===== src/rtl/register_file_params.sv =====
// Shared register-file geometry and the issue-stage output-register state type.
package register_file_params;

  localparam int REGISTER_SIZE             = 32;
  localparam int REGISTER_DESCRIPTOR_WIDTH = $clog2(REGISTER_SIZE);
  localparam int OPERAND_WIDTH             = 32;

  typedef enum logic {
    EMPTY = 1'b0,
    FULL  = 1'b1
  } issue_state_t;

endpackage


===== src/rtl/issue_stage.sv =====
// Issue stage: reads operands, reserves destinations and hands instructions to execute.
// Optional perf counters are enabled by defining ISSUE_STAGE_PERF_COUNTER_EN.
module issue_stage
  import register_file_params::*;
#(
  parameter int OPCODE_WIDTH = 6
) (
  input  logic                                 clk,
  input  logic                                 rst,
  input  logic                                 in_valid,
  output logic                                 in_ready,
  input  logic [OPCODE_WIDTH-1:0]              in_opcode,
  input  logic [REGISTER_DESCRIPTOR_WIDTH-1:0] in_src0,
  input  logic [REGISTER_DESCRIPTOR_WIDTH-1:0] in_src1,
  input  logic [REGISTER_DESCRIPTOR_WIDTH-1:0] in_dest,
  input  logic                                 in_writes,
  output logic [REGISTER_DESCRIPTOR_WIDTH-1:0] rf_operand0,
  output logic [REGISTER_DESCRIPTOR_WIDTH-1:0] rf_operand1,
  input  logic [OPERAND_WIDTH-1:0]             rf_value0,
  input  logic [OPERAND_WIDTH-1:0]             rf_value1,
  input  logic                                 rf_reserved,
  output logic                                 rf_write_reserve,
  output logic                                 rf_write_back,
  output logic [REGISTER_DESCRIPTOR_WIDTH-1:0] rf_register,
  output logic [OPERAND_WIDTH-1:0]             rf_result,
  input  logic                                 wb_valid,
  input  logic [REGISTER_DESCRIPTOR_WIDTH-1:0] wb_register,
  input  logic [OPERAND_WIDTH-1:0]             wb_result,
  output logic                                 ex_valid,
  input  logic                                 ex_ready,
  output logic [OPCODE_WIDTH-1:0]              ex_opcode,
  output logic [OPERAND_WIDTH-1:0]             ex_operand0,
  output logic [OPERAND_WIDTH-1:0]             ex_operand1,
  output logic [REGISTER_DESCRIPTOR_WIDTH-1:0] ex_dest,
  output logic                                 ex_writes
`ifdef ISSUE_STAGE_PERF_COUNTER_EN
  ,
  output logic [31:0]                          issued_count,
  output logic [31:0]                          stall_count
`endif
);

  issue_state_t                         state_q, state_d;
  logic [OPCODE_WIDTH-1:0]              opcode_q, opcode_d;
  logic [OPERAND_WIDTH-1:0]             operand0_q, operand0_d;
  logic [OPERAND_WIDTH-1:0]             operand1_q, operand1_d;
  logic [REGISTER_DESCRIPTOR_WIDTH-1:0] dest_q, dest_d;
  logic                                 writes_q, writes_d;
  logic                                 issue;
  logic [OPERAND_WIDTH-1:0]             value0, value1;

  assign rf_operand0   = in_src0;
  assign rf_operand1   = in_src1;
  assign value0        = (in_src0 == '0) ? '0 : rf_value0;
  assign value1        = (in_src1 == '0) ? '0 : rf_value1;
  assign rf_write_back = wb_valid;
  assign rf_result     = wb_result;

  // The descriptor bus is shared with write-back, so issue waits while wb_valid is high.
  always_comb begin
    in_ready         = rst && !rf_reserved && !wb_valid && ((state_q == EMPTY) || ex_ready);
    issue            = in_valid && in_ready;
    rf_write_reserve = issue && in_writes && (in_dest != '0);
    rf_register      = wb_valid ? wb_register : in_dest;
    state_d          = state_q;
    opcode_d         = opcode_q;
    operand0_d       = operand0_q;
    operand1_d       = operand1_q;
    dest_d           = dest_q;
    writes_d         = writes_q;
    case (state_q)
      EMPTY:   if (issue) state_d = FULL;
      FULL:    if (ex_ready && !issue) state_d = EMPTY;
      default: state_d = EMPTY;
    endcase
    if (issue) begin
      opcode_d   = in_opcode;
      operand0_d = value0;
      operand1_d = value1;
      dest_d     = in_dest;
      writes_d   = in_writes;
    end
  end

  always_ff @(posedge clk or negedge rst) begin
    if (!rst) begin
      state_q    <= EMPTY;
      opcode_q   <= '0;
      operand0_q <= '0;
      operand1_q <= '0;
      dest_q     <= '0;
      writes_q   <= 1'b0;
    end else begin
      state_q    <= state_d;
      opcode_q   <= opcode_d;
      operand0_q <= operand0_d;
      operand1_q <= operand1_d;
      dest_q     <= dest_d;
      writes_q   <= writes_d;
    end
  end

  assign ex_valid    = (state_q == FULL);
  assign ex_opcode   = opcode_q;
  assign ex_operand0 = operand0_q;
  assign ex_operand1 = operand1_q;
  assign ex_dest     = dest_q;
  assign ex_writes   = writes_q;

`ifdef ISSUE_STAGE_PERF_COUNTER_EN
  logic [31:0] issued_q, stall_q;

  // Counters wrap naturally at 2^32.
  always_ff @(posedge clk or negedge rst) begin
    if (!rst) begin
      issued_q <= '0;
      stall_q  <= '0;
    end else begin
      if (issue) issued_q <= issued_q + 32'd1;
      if (in_valid && !in_ready) stall_q <= stall_q + 32'd1;
    end
  end

  assign issued_count = issued_q;
  assign stall_count  = stall_q;
`endif

endmodule


===== config.mk =====
export PLATFORM = sky130hd
export DESIGN_NAME = issue_stage
export DESIGN_NICKNAME = d
export VERILOG_FILES = /design/src/rtl/register_file_params.sv /design/src/rtl/issue_stage.sv
export SDC_FILE = /design/constraint.sdc
export NUM_CORES = 1
export LEC_CHECK = 0
export CORE_ASPECT_RATIO = 0.75
export CORE_MARGIN = 2
export CORE_UTILIZATION = 36
export DETAILED_ROUTE_END_ITERATION = 12
export MAX_ROUTING_LAYER = met4
export PLACE_DENSITY = 0.84
export SLEW_MARGIN = 25
export SYNTH_ARGS = -nofsm -noshare
export SYNTH_HDL_FRONTEND = slang
export SYNTH_SLANG_ARGS = --single-unit

===== constraint.sdc =====
create_clock -name clk -period 1.4 [get_ports clk]
set_input_delay 0.14 -clock clk [delete_from_list [all_inputs] [get_ports clk]]
set_output_delay 0.14 -clock clk [all_outputs]
set_load 0.01 [all_outputs]

==> summary.md, run 1 <==
| Metric | Value |
|---|---|
| Net count, final | `594` |
| Final Cycle Share | `99.9%` |
| Async S/R FF share, synth | `100%` |
| Die Ht | `92.2 um` |
| Die area | `0.0112 mm^2` |
| DP Wirelength | `7.95 mm` |
| Cell family with most CP delay | `flip-flops` |
| Dominant synthesized flop cell | `dfrtp_1` |
| Synth unique cells | `18` |
| Die X | `122 um` |
| WP data required | `1260 ps` |
| Avg Inst Size Synth | `11.9 um^2` |
| Initial antenna violation count | `0` |
| Slew Viols, Final | `0` |
| Finish-stage setup viols | `0` |
| Data arrival time of the worst path | `1260 ps` |
| Register area share after synthesis | `51.6%` |
| DRC viols | `0` |
| Avg WL per Cell | `20.2 um` |
| Hold slack | `-64.5 ps` |
| Core area | `0.0102 mm^2` |
| Routed Antenna Nets | `0` |
| DR vias/cell | `5.42` |
| Hold WC Path Type | `input pin to async pin` |
| Slowest-stage cell, CP | `dfrtp_1` |
| GRT overflow | `0` |
| Register Area | `0.00193 mm^2` |
| Reg2reg end | `ex_operand1[5]` |
| Final core utilization | `59.7%` |
| Vias in the first global route | `3297` |
| Clock slew at reported path FFs | `70 ps` |
| Proportion of layout cells with a drive suffix above 1 | `16.0%` |
| Crit-path max FO | `2` |
| Synthesized flop and latch total | `77` |
| Hold_buf cts | `0` |
| Placement Setup Slack | `-581 ps` |
| Worst setup EP type | `output pin` |
| Final Worst Setup Slack | `1.44 ps` |
| CTS max path bufs | `2` |
| Area of the multi-input gates | `0.00131 mm^2` |
| Detailed-route via count | `3283` |
| Ant diodes | `0` |
| Number of synthesized flops with an enable pin | `0` |
| Worst rel slew slack | `52.7%` |
| Status | `complete, but fails checks` |
| 1st-pass router iterations | `4` |
| Root Driver | `clkbuf_16` |
| Final WL | `12.3 mm` |
| H-tree depth | `3` |
| Post-Synthesis Cells | `313` |
| Setup CP Type | `register to output pin` |
| Num rows | `32` |
| Fmax achieved | `715 MHz` |
| WP buf/inv | `1` |
| Violation count after the first detailed-route iteration | `176` |
| Filler cell count | `836` |
| Critical path launch point type | `register` |
| Worst R2R Path Depth | `5` |
| Max-Cap Viols | `0` |
| Power per cell area | `1240 mW/mm^2` |
| Syn Nets | `442` |
| TritonCTS Buffers | `9` |
| Critical-path cell list | `nand2b_4 > nand3_4 > nor3b_2 > buf_2` |
| Clock Sinks | `77` |
| Unrepaired setup endpoints after global routing | `yes` |
| R2R Setup Slk | `90 ps` |
| CTS tree | `built` |
| Area grow syn2layout | `62.6%` |
| GPL Wtd Cong | `0.768` |
| Final hold vios | `77` |
| Failing checks | `negative hold slack` |
| Initial Util | `36.7%` |
| CP peak stage delay | `410 ps` |
| Synthesized cell area | `0.00373 mm^2` |
| Static Leakage | `2.86 nW` |
| First-pass GRT wire length | `17.7 mm` |
| Num ports | `256` |
| Max IR drop VDD | `0.853 mV` |
| Period minus WS final | `1400 ps` |
| R2R Path Start | `ex_valid` |
| Skew final | `6.74 ps` |
| Global Route Usage Sum | `20.7%` |
| Synth warn | `0` |
| PortBufs | `191` |
| Largest net degree at the start of global routing | `78` |
| Worst-margin pin slew | `710 ps` |
| Clk Latency, worst-skew pair | `320 ps` |
[area by class of cell]
type / instances / share of cell area (%)
multi-input combinational: 157 / 21.5
sequential: 77 / 31.8
clock buffer: 9 / 3.71
clock inverter: 7 / 1.63
timing repair buffer: 220 / 38.6
tap: 136 / 2.80
[stage by stage]
stage                     total power [W]  instance area (um^2)  setup TNS [ps]  instances
after floorplan                   0.00378                  3730               0        313
after global placement            0.00504                  5480          -36790        582
after detailed placement          0.00510                  5480          -39060        582
after CTS                         0.00761                  5870           -26.6        602
after global routing              0.00782                  6070           -40.6        606
final                             0.00750                  6070               0        606
[registers in the layout (all words and copies together) (netlist names)]
| register | cells |
|---|---|
| ex_valid | 1 |
| ex_dest | 5 |
| ex_opcode | 6 |
| ex_operand0 | 32 |
| ex_writes | 1 |
| ex_operand1 | 32 |
[cells in the final DEF (no fill, tap or decap), types with 2 or more instances in the layout]
cell type        Yosys  final
clkdlybuf4s50_1      0    130
dfrtp_1             77     77
nand4_1             64     64
o2bb2ai_1           64     64
dlymetal6s2s_1       0     37
dlygate4sd2_1        0     18
buf_4               50     14
clkbuf_16            0     11
buf_6                5     10
mux2_2               9      9
mux2_4               8      8
buf_12               0      3
or4_1                3      2
nor2_2               1      2
bufinv_16            0      2
clkinv_4             0      2
buf_2               10      2
clkdlybuf4s15_1      0      2
[worst reg2reg max path: stages (launching register included)]
cell	delay (ps)
dfrtp_1	410
nand2b_4	110
buf_6	140
buf_16	200
nand4_1	140
o2bb2ai_1	210
[where the power goes]
part | switching (W) | total, W | internal [W] | leakage [nW]
Clock | 0.000927 | 0.00250 | 0.00157 | 0.156
Sequential | 0.000257 | 0.00291 | 0.00266 | 0.964
Combinational | 0.000780 | 0.00209 | 0.00131 | 1.74
[how the worst max path moves through the flow]
stage	from	end	cells past startpoint
finish	ex_valid	rf_write_reserve	4
detailed placement	wb_valid	rf_write_reserve	5
global route	ex_valid	rf_write_reserve	4
global placement	wb_valid	in_ready	5
CTS	ex_valid	rf_write_reserve	4
floorplan	ex_valid	rf_write_reserve	4
[Yosys cell counts (2+ instances only)]
master | count | share of area [%]
mux2_4 | 8 | 3.2
nor2_1 | 2 | 0.20
mux2_2 | 9 | 2.7
nand4_1 | 64 | 11
buf_6 | 5 | 1.5
dfrtp_1 | 77 | 52
buf_2 | 10 | 1.3
buf_4 | 50 | 10
o2bb2ai_1 | 64 | 15
or4_1 | 3 | 0.60
clkbuf_1 | 14 | 1.4
[cells by family after synthesis]
kind of cell | after synthesis | share of synthesized area [%]
compound gates | 64 | 15.0
buf+inv | 79 | 14.3
simple gates | 76 | 13.1
flops | 77 | 51.6
mux | 17 | 5.93
[repair_timing]
action | 4_1_cts | 5_1_grt
endpoints found under the setup margin | 92 | 86
buffers inserted | 3 | 2
gates cloned | 1 | 2
gates resized for setup | 42 | 45
pin swaps | 5 | 5
[per-layer routing]
layer	GRT usage [%]	vias up	wire [um]
met3	4.48	11	807
met1	25.6	1628	5100
met2	35.3	174	6260
met5	-	-	0
met4	4.21	0	97
li1	-	1470	-
No activity file was read; power rests on OpenSTA's default activity.
==> run 2, diff against run 1 <==
--- a/config.mk
+++ b/config.mk
@@ -11,7 +11,7 @@
 export DETAILED_ROUTE_END_ITERATION = 12
 export MAX_ROUTING_LAYER = met4
 export PLACE_DENSITY = 0.84
-export SLEW_MARGIN = 25
+export SLEW_MARGIN = 20
 export SYNTH_ARGS = -nofsm -noshare
 export SYNTH_HDL_FRONTEND = slang
 export SYNTH_SLANG_ARGS = --single-unit
==> run 2 against run 1 <==
The run now ends clean; routed wire length grew 0.32%; clock skew is essentially flat; sequential power is essentially flat; global-route usage is the same; critical path depth is the same; maximum frequency grew 0.31%; clock power is essentially flat; via count grew 0.15%; utilization is essentially flat; largest power group unchanged; highest routed layer unchanged.
==> summary.md, run 2 (same netlist as run 1, synthesis figures left out) <==
| Metric | Value |
|---|---|
| Period minus WS final | `1390 ps (was 1400 ps)` |
| Avg WL per Cell | `20.3 um (was 20.2 um)` |
| Max IR drop VDD | `0.853 mV (about the same)` |
| DP Wirelength | `7.95 mm (unchanged)` |
| DP Area | `0.00548 mm^2 (unchanged)` |
| CTS tree | `built (unchanged)` |
| PortBufs | `191 (unchanged)` |
| Die X | `122 um (unchanged)` |
| CP Depth | `4 (unchanged)` |
| Global Route Usage Sum | `20.7% (unchanged)` |
| Ant diodes | `0 (unchanged)` |
| Initial Util | `36.7% (unchanged)` |
| Clk pwr share | `33.3% (about the same)` |
| Most frequent cells in the layout | `clkdlybuf4s50_1 (130), dfrtp_1 (77), nand4_1 (64), o2bb2ai_1 (64), dlymetal6s2s_1 (37) (unchanged)` |
| DR vias/cell | `5.43 (was 5.42)` |
| Final hold vios | `0 (was 77)` |
| Slowest-stage cell, CP | `dfrtp_1 (unchanged)` |
| Critical-path cell list | `nand2b_4 > nand3_4 > nor3b_2 > buf_2 (unchanged)` |
| 1st-pass router iterations | `4 (unchanged)` |
| Violation count after the first detailed-route iteration | `176 (unchanged)` |
| CP Launch Point | `ex_valid (unchanged)` |
| Flop pwr share | `38.9% (about the same)` |
| Filler cell count | `838 (was 836)` |
| Worst-margin pin slew | `951 ps (was 710 ps)` |
| CTS max path bufs | `2 (unchanged)` |
| Clock Sinks | `77 (unchanged)` |
| Worst R2R Path Depth | `5 (unchanged)` |
| WP data required | `1260 ps (about the same)` |
| Final WL | `12.3 mm (about the same)` |
| R2R Setup Slk | `90 ps (about the same)` |
| Unrepaired setup endpoints after global routing | `yes (unchanged)` |
| Design area | `0.00606 mm^2 (was 0.00607 mm^2)` |
| Comb pwr share | `27.8% (about the same)` |
| Clock slew at reported path FFs | `70 ps (about the same)` |
| Largest net degree at the start of global routing | `78 (unchanged)` |
| H-tree depth | `3 (unchanged)` |
| First-pass GRT wire length | `17.7 mm (unchanged)` |
| Hold WC Path Type | `input pin to async pin (unchanged)` |
| Die Ht | `92.2 um (unchanged)` |
| Power per cell area | `1240 mW/mm^2 (about the same)` |
| GRT overflow | `0 (unchanged)` |
| Finish-stage setup viols | `0 (unchanged)` |
| TritonCTS Buffers | `9 (unchanged)` |
| GPL Wtd Cong | `0.768 (unchanged)` |
| Critical path launch point type | `register (unchanged)` |
| Crit-path max FO | `2 (unchanged)` |
| DRC viols | `0 (unchanged)` |
| CP peak stage delay | `410 ps (about the same)` |
| Data arrival time of the worst path | `1250 ps (was 1260 ps)` |
| Commonest non-fill, non-tap cell in the layout | `clkdlybuf4s50_1 (unchanged)` |
| Root Driver | `clkbuf_16 (unchanged)` |
| Vias in the first global route | `3297 (unchanged)` |
| Internal Power | `0.00553 W (about the same)` |
| Initial antenna violation count | `0 (unchanged)` |
| Hold_buf cts | `0 (unchanged)` |
| Setup tns final | `0 ps (unchanged)` |
| R2R Path Start | `ex_valid (unchanged)` |
| Area grow syn2layout | `62.5% (was 62.6%)` |
| Status | `finished, final reports clean (was complete, but fails checks)` |
| Num rows | `32 (unchanged)` |
| Worst rel slew slack | `36.6% (was 52.7%)` |
| Worst setup EP type | `output pin (unchanged)` |
| Static Leakage | `2.86 nW (about the same)` |
| Final Cycle Share | `99.6% (was 99.9%)` |
| Routed Antenna Nets | `0 (unchanged)` |
| Crit path to | `rf_write_reserve (unchanged)` |
| Detailed-route via count | `3288 (was 3283)` |
| Net count, final | `594 (unchanged)` |
| WP buf/inv | `1 (unchanged)` |
| Reg2reg end | `ex_operand1[5] (unchanged)` |
| Setup CP Type | `register to output pin (unchanged)` |
| Fmax achieved | `717 MHz (was 715 MHz)` |
| Num ports | `256 (unchanged)` |
| Cell family with most CP delay | `flip-flops (unchanged)` |
| Core area | `0.0102 mm^2 (unchanged)` |
| Max-Cap Viols | `0 (unchanged)` |
| Skew final | `7.19 ps (was 6.74 ps)` |
| Slew Viols, Final | `0 (unchanged)` |
| Sw power | `0.00197 W (was 0.00196 W)` |
| Die area | `0.0112 mm^2 (unchanged)` |
| Proportion of layout cells with a drive suffix above 1 | `16.0% (unchanged)` |
| Clk Latency, worst-skew pair | `320 ps (about the same)` |
| Net Sw Frac | `26.2% (about the same)` |
## run 2: how the worst min path moves through the flow
stage | from | end | slack [ps]
final | rst | ex_opcode[0] | 50
after global routing | rst | ex_opcode[0] | 150
after CTS | rst | ex_operand0[24] | 110
after detailed placement | wb_result[13] | rf_result[13] | 280
after global placement | wb_result[13] | rf_result[13] | 280
after floorplan | rst | ex_dest[0] | -160
## run 2: cell type report
| cell class | instances | area (um^2) | share of cell area [%] |
|---|---|---|---|
| repair buffers | 220 | 2340 | 38.5 |
| clock inverters | 7 | 98.8 | 1.63 |
| well taps | 136 | 170 | 2.81 |
| clock buffers | 9 | 225 | 3.71 |
| flip-flops and latches | 77 | 1930 | 31.8 |
| multi-input cells | 157 | 1310 | 21.6 |
## run 2: worst reg2reg max path: cells and delay by family, from the launching register on
| family | cells | cell delay (ps) |
|---|---|---|
| AO/OA/AOI/OAI | 1 | 210 |
| flip-flops | 1 | 410 |
| AND/OR/NAND/NOR | 2 | 250 |
| buffers and inverters | 2 | 340 |
## run 2: power by group through the flow
stage	sequential (W)	combinational, W	clock (W)
final	0.00291	0.00208	0.00250
after global routing	0.00296	0.00221	0.00265
after CTS	0.00292	0.00214	0.00255
after detailed placement	0.00294	0.00216	0
after global placement	0.00293	0.00210	0
after floorplan	0.00312	0.000657	0
## run 2: repair_timing
| item | in CTS | in global routing |
|---|---|---|
| gates cloned | 1 | 2 |
| setup buffers | 3 | 2 |
| resized for setup | 42 | 45 |
| pin swaps | 5 | 5 |
| endpoints found under the setup margin | 92 | 86 |
## run 2: per-stage QoR
stage / total power, W / hold WS, ps / worst slack [ps] / cells / util (%)
after floorplan: 0.00378 / -156 / 39.1 / 313 / -
after global placement: 0.00504 / 280 / -577 / 582 / 53.9
after detailed placement: 0.00510 / 280 / -581 / 582 / 53.9
after CTS: 0.00761 / 113 / -26.6 / 602 / 57.7
after global routing: 0.00782 / 151 / -40.6 / 606 / 59.6
final: 0.00750 / 50.9 / 5.73 / 606 / 59.6
## run 2: routing by layer
layer | up-vias | track usage, % | part of all wire [%]
met3 | 11 | 4.48 | 6.3
met1 | 1633 | 25.6 | 42
li1 | 1470 | - | -
met4 | 0 | 4.21 | 0.79
met2 | 174 | 35.3 | 51
met5 | - | - | 0
